--- src/rtl/mem_port_arbiter.sv ---
// mem_port_arbiter: shares one memory port between instruction fetch (IF)
// and the data side. Each access is arbitrated in IDLE, issued in ACCESS
// until mem_ack or the watchdog expires, and acknowledged in DONE.
// Optional build macro MEM_ARB_RR_EN: simultaneous requests alternate
// winners instead of always favouring the data side.
module mem_port_arbiter #(
    parameter int DP_WIDTH       = 32,
    parameter int TIMEOUT_CYCLES = 64
) (
    input  logic                clk,
    input  logic                rst,
    input  logic                i_req,
    input  logic [DP_WIDTH-1:0] i_addr,
    output logic                i_ack,
    output logic [DP_WIDTH-1:0] i_rdata,
    input  logic                d_req,
    input  logic [3:0]          d_we,
    input  logic [DP_WIDTH-1:0] d_addr,
    input  logic [DP_WIDTH-1:0] d_wdata,
    output logic                d_ack,
    output logic [DP_WIDTH-1:0] d_rdata,
    output logic [DP_WIDTH-1:0] mem_addr,
    output logic [DP_WIDTH-1:0] mem_wdata,
    output logic                mem_re,
    output logic [3:0]          mem_we,
    input  logic                mem_ack,
    input  logic [DP_WIDTH-1:0] mem_rdata,
    output logic                timeout_err
);

    typedef enum logic [1:0] {IDLE = 2'd0, ACCESS = 2'd1, DONE = 2'd2} state_t;

    localparam logic                OWN_DATA = 1'b0;
    localparam logic                OWN_IF   = 1'b1;
    localparam logic [7:0]          CNT_LAST = 8'(TIMEOUT_CYCLES - 1);
    localparam logic [DP_WIDTH-1:0] ERR_WORD = DP_WIDTH'(32'hDEADBEEF);

    state_t              state;
    state_t              state_nxt;
    logic                owner;
    logic [DP_WIDTH-1:0] iss_addr;
    logic [DP_WIDTH-1:0] iss_wdata;
    logic [3:0]          iss_we;
    logic [7:0]          wait_cnt;
    logic                aborted;
    logic                any_req;
    logic                grant_data;
    logic                expire;

    assign any_req = i_req || d_req;

`ifdef MEM_ARB_RR_EN
    logic last_win;

    // A tie goes to the side that did not win the previous grant.
    assign grant_data = d_req && (!i_req || (last_win == OWN_IF));

    // Record the winner of every grant; starting at IF makes the first tie go to DATA.
    always_ff @(posedge clk or negedge rst) begin
        if (!rst)
            last_win <= OWN_IF;
        else if (state == IDLE && any_req)
            last_win <= grant_data ? OWN_DATA : OWN_IF;
    end
`else
    // Data always wins a tie: it belongs to the older instruction.
    assign grant_data = d_req;
`endif

    // Watchdog fires on the last allowed ACCESS cycle; a coincident mem_ack wins.
    assign expire = (state == ACCESS) && (wait_cnt == CNT_LAST) && !mem_ack;

    // State register; reset aborts any access in flight.
    always_ff @(posedge clk or negedge rst) begin
        if (!rst)
            state <= IDLE;
        else
            state <= state_nxt;
    end

    // Next-state decode and per-state outputs; memory side is idle outside ACCESS.
    always_comb begin
        state_nxt   = state;
        mem_addr    = '0;
        mem_wdata   = '0;
        mem_re      = 1'b0;
        mem_we      = 4'b0000;
        i_ack       = 1'b0;
        d_ack       = 1'b0;
        timeout_err = 1'b0;
        case (state)
            IDLE: begin
                if (any_req)
                    state_nxt = ACCESS;
            end
            ACCESS: begin
                mem_addr  = iss_addr;
                mem_wdata = iss_wdata;
                mem_re    = (iss_we == 4'b0000);
                mem_we    = iss_we;
                if (mem_ack || expire)
                    state_nxt = DONE;
            end
            DONE: begin
                i_ack       = (owner == OWN_IF);
                d_ack       = (owner == OWN_DATA);
                timeout_err = aborted;
                state_nxt   = IDLE;
            end
            default: state_nxt = IDLE;
        endcase
    end

    // Latch the winner's request, count wait cycles, capture the result.
    always_ff @(posedge clk or negedge rst) begin
        if (!rst) begin
            owner     <= OWN_DATA;
            iss_addr  <= '0;
            iss_wdata <= '0;
            iss_we    <= 4'b0000;
            wait_cnt  <= 8'd0;
            aborted   <= 1'b0;
            i_rdata   <= '0;
            d_rdata   <= '0;
        end else begin
            case (state)
                IDLE: begin
                    if (any_req) begin
                        owner     <= grant_data ? OWN_DATA : OWN_IF;
                        iss_addr  <= grant_data ? d_addr : i_addr;
                        iss_wdata <= grant_data ? d_wdata : '0;
                        iss_we    <= grant_data ? d_we : 4'b0000;
                        wait_cnt  <= 8'd0;
                        aborted   <= 1'b0;
                    end
                end
                ACCESS: begin
                    wait_cnt <= wait_cnt + 8'd1;
                    if (mem_ack) begin
                        if (owner == OWN_IF)
                            i_rdata <= mem_rdata;
                        else
                            d_rdata <= mem_rdata;
                    end else if (expire) begin
                        aborted <= 1'b1;
                        if (owner == OWN_IF)
                            i_rdata <= ERR_WORD;
                        else
                            d_rdata <= ERR_WORD;
                    end
                end
                default: ;
            endcase
        end
    end

endmodule

--- config.mk ---
export PLATFORM = sky130hd
export DESIGN_NAME = mem_port_arbiter
export DESIGN_NICKNAME = d
export VERILOG_FILES = /design/src/rtl/mem_port_arbiter.sv
export SDC_FILE = /design/constraint.sdc
export NUM_CORES = 1
export LEC_CHECK = 0
export CAP_MARGIN = 20
export CORE_UTILIZATION = 47
export DETAILED_ROUTE_END_ITERATION = 7
export PLACE_DENSITY_LB_ADDON = 0.3
export SYNTH_ARGS = -nofsm -noshare
export SYNTH_HDL_FRONTEND = slang
export SYNTH_SLANG_ARGS = --single-unit
--- constraint.sdc ---
create_clock -name clk -period 3.6 [get_ports clk]
set_clock_uncertainty 0.15 [all_clocks]
set_input_delay 1.08 -clock clk [delete_from_list [all_inputs] [get_ports clk]]
set_output_delay 1.08 -clock clk [all_outputs]
set_load 0.01 [all_outputs]
==> run_results.csv <==
group,metric,value,unit
routing,first_pass_iters,5,
clock_tree,post_cts_buffers,0,
clock_tree,clkTransAtPathRegs,60,ps
synth,ys_warn_count,0,
clock_tree,cts_resized,0,
sta,tns,0,ps
sta,fin_crit_sh,94.2,%
synth,synth_nets,875,
clock_tree,htree_levels,4,
power_and_ir_drop,peakVddDrop,0.393,mV
global_routing,track_usage,26.6,%
routing,drc,0,
routing,drtIter0Drc,489,
worst_setup_path,rr_startpoint,"state[1]$_DFFE_PN0P_",
clock_tree,cts_tree,"built",
finish,final_cell_mix,"269 x clkdlybuf4s50_1, 153 x o21ai_0, 143 x dfrtp_1, 68 x and2_1, 58 x nand2_1",
global_routing,antenna_found_initial,1,
clock_tree,numClockSinks,144,
sta,hold_slack,316,ps
place,io_buffer_count,272,
routing,postRouteAntennaNets,0,
worst_setup_path,cp-end-kind,"output pin",
floorplan,rows,43,
worst_setup_path,worst_setup_path_start_kind,"flip-flop",
floorplan,fp.dieW,123,um
synth,synthTopCellsByArea,"dfrtp_1 53%, o21ai_0 11%, and2_1 6.2%, mux2i_1 5.1%, o22ai_1 4.5%",
worst_setup_path,cp_max_fo,43,
finish,final_nets,1113,
routing,vias_per_cell,5.53,
floorplan,initial_utilization,48.6,%
sta,slew_violations,0,
clock_tree,clock_latency,420,ps
finish,final_common_cell,"clkdlybuf4s50_1",
finish,diodes,0,
floorplan,die_area,0.0150,mm2
power_and_ir_drop,p_per_area,812,mW/mm2
finish,drive_gt1_share,6.07,%
clock_tree,cts_hold_buffers,0,
sta,max_slew_margin,31.4,%
worst_setup_path,crit_required,2370,ps
sta,report.final.setup_viol,0,
clock_tree,cts-root-buf,"clkbuf_16",
finish,final_util,72.8,%
worst_setup_path,worstPathCellList,"nor2b_4, buf_4, and2_1, clkdlybuf4s50_1",
worst_hold_path,hold_class,"flip-flop to flip-flop",
global_routing,gr-total-overflow,0,
worst_setup_path,cp_top_family,"buffers and inverters",
global_routing,grt_pass1_wl,30800,um
worst_setup_path,crit_arrival,2160,ps
finish,areaGrowthSynthToFinish,49.8,%
sta,finalCriticalPeriod,3390,ps
worst_setup_path,crit_slowest_cell,"clkdlybuf4s50_1",
worst_hold_path,worst_hold_startpoint,"wait_cnt[7]$_DFFE_PN0P_",
sta,hold_viol_final,0,
synth,synth_top_area_share,52.8,%
routing,routed_wl,19700,um
sta,rsz0062_at_grt,"no",
synth,ys.flop_type,"dfrtp_1",
floorplan,ios,273,
worst_setup_path,startpoint,"state[0]$_DFFE_PN0P_",
global_routing,grt_pass1_vias,6182,
synth,yosys_register_bits,144,
floorplan,die_h,123,um
global_routing,grt_max_degree,77,
synth,yosysSeqAreaShare,52.8,%
worst_setup_path,path_buf_inv,2,
synth,synthCells,737,
clock_tree,cts_buffer_depth,2,
synth,synth_cell_types,43,
synth,synthArstFlopShare,100,%
synth,syn_area,0.00683,mm2
synth,syn_avg_cell_area,9.27,um2
job,maxCapViolCount,0,
routing,detailroute.via_count,6454,
synth,synth_edf_count,0,
worst_setup_path,critPathKind,"flip-flop to output pin",
run_status,status,"completed",
routing,wire_per_inst,16.9,um
clock_tree,cts_buffers,17,
synth,yosysTopAreaCell,"dfrtp_1",
power_and_ir_drop,power_leakage,4.30,nW
worst_setup_path,slowest_delay,540,ps
sta,max_freq,0.295,GHz
place,hpwlAfterDp,13200,um
place,gp_congestion,0.770,
floorplan,core,0.0140,mm2
sta,tightestPinTransition,1030,ps
[synth_stat cells, types with 2 or more instances]
cell      count
buf_2         7
and3_1        2
nor2_1       51
o21ai_0     153
nor3b_1       2
o21ai_1       5
inv_1         2
dfrtp_1     144
a22oi_1      16
buf_6         2
nor3_1        3
nand4b_1      2
and2_1       68
clkbuf_1     58
mux2i_1      35
o31ai_1       3
o22ai_1      49
a21oi_1      49
buf_1         3
or2_1         2
o221ai_1      2
nand2_1      58
[sequential cells by signal, summed over array words and instances, names as in the netlist]
signal,count
aborted,1
owner,1
i_rdata,32
iss_wdata,32
state,2
wait_cnt,8
iss_we,4
d_rdata,32
iss_addr,32
[metrics by stage]
stage / instances / instance area [um2] / power (mW) / setup slack, ps
final: 1168 / 10200 / 8.30 / 208
after global routing: 1168 / 10200 / 8.85 / 105
after global placement: 1136 / 9640 / 6.45 / 628
after CTS: 1168 / 10200 / 8.35 / 69.4
after detailed placement: 1136 / 9640 / 6.56 / 543
after floorplan: 737 / 6830 / 4.64 / 1080
[power breakdown]
group	internal (mW)	switching [mW]	total, mW	leakage [nW]
Combinational	1.93	1.72	3.65	2.19
Clock	1.10	0.656	1.76	0.293
Sequential	2.36	0.534	2.90	1.81
Total	5.39	2.91	8.30	4.30
[area by class of cell]
class | instances | area (um2)
inverters | 3 | 11.3
flip-flops and latches | 144 | 3600
repair buffers | 290 | 2860
well taps | 180 | 225
clock buffers | 20 | 447
fillers | 1050 | 3810
multi-input cells | 519 | 2940
clock inverters | 12 | 141
[layer usage]
layer	up-vias	track usage [%]	routed length (um)
li1	3070	-	-
met4	2	10.1	367
met1	3095	31.6	7830
met5	-	0	13
met3	33	8.60	1550
met2	254	44.8	9980
[logic make-up after synthesis]
logic type | count (synthesis) | share of synthesized area (%)
flops | 144 | 52.8
mux | 35 | 5.13
fa+ha+maj | 1 | 0.183
xor+xnor | 1 | 0.128
buf+inv | 74 | 4.43
simple gates | 202 | 15.0
compound gates | 280 | 22.4
[worst paths after layout]
check                                            end  slack [ps]  cells after the start
max                                    mem_wdata[24]         210                      4
min                          wait_cnt[7]$_DFFE_PN0P_         320                      1
max reg2reg                iss_wdata[13]$_DFFE_PN0P_        1390                      5
min reg2reg                  wait_cnt[7]$_DFFE_PN0P_         320                      1
max in group asynchronous   iss_addr[26]$_DFFE_PN0P_        2100                      2
min in group asynchronous    i_rdata[18]$_DFFE_PN0P_         450                      1
Power figures use the tool's default switching activity.
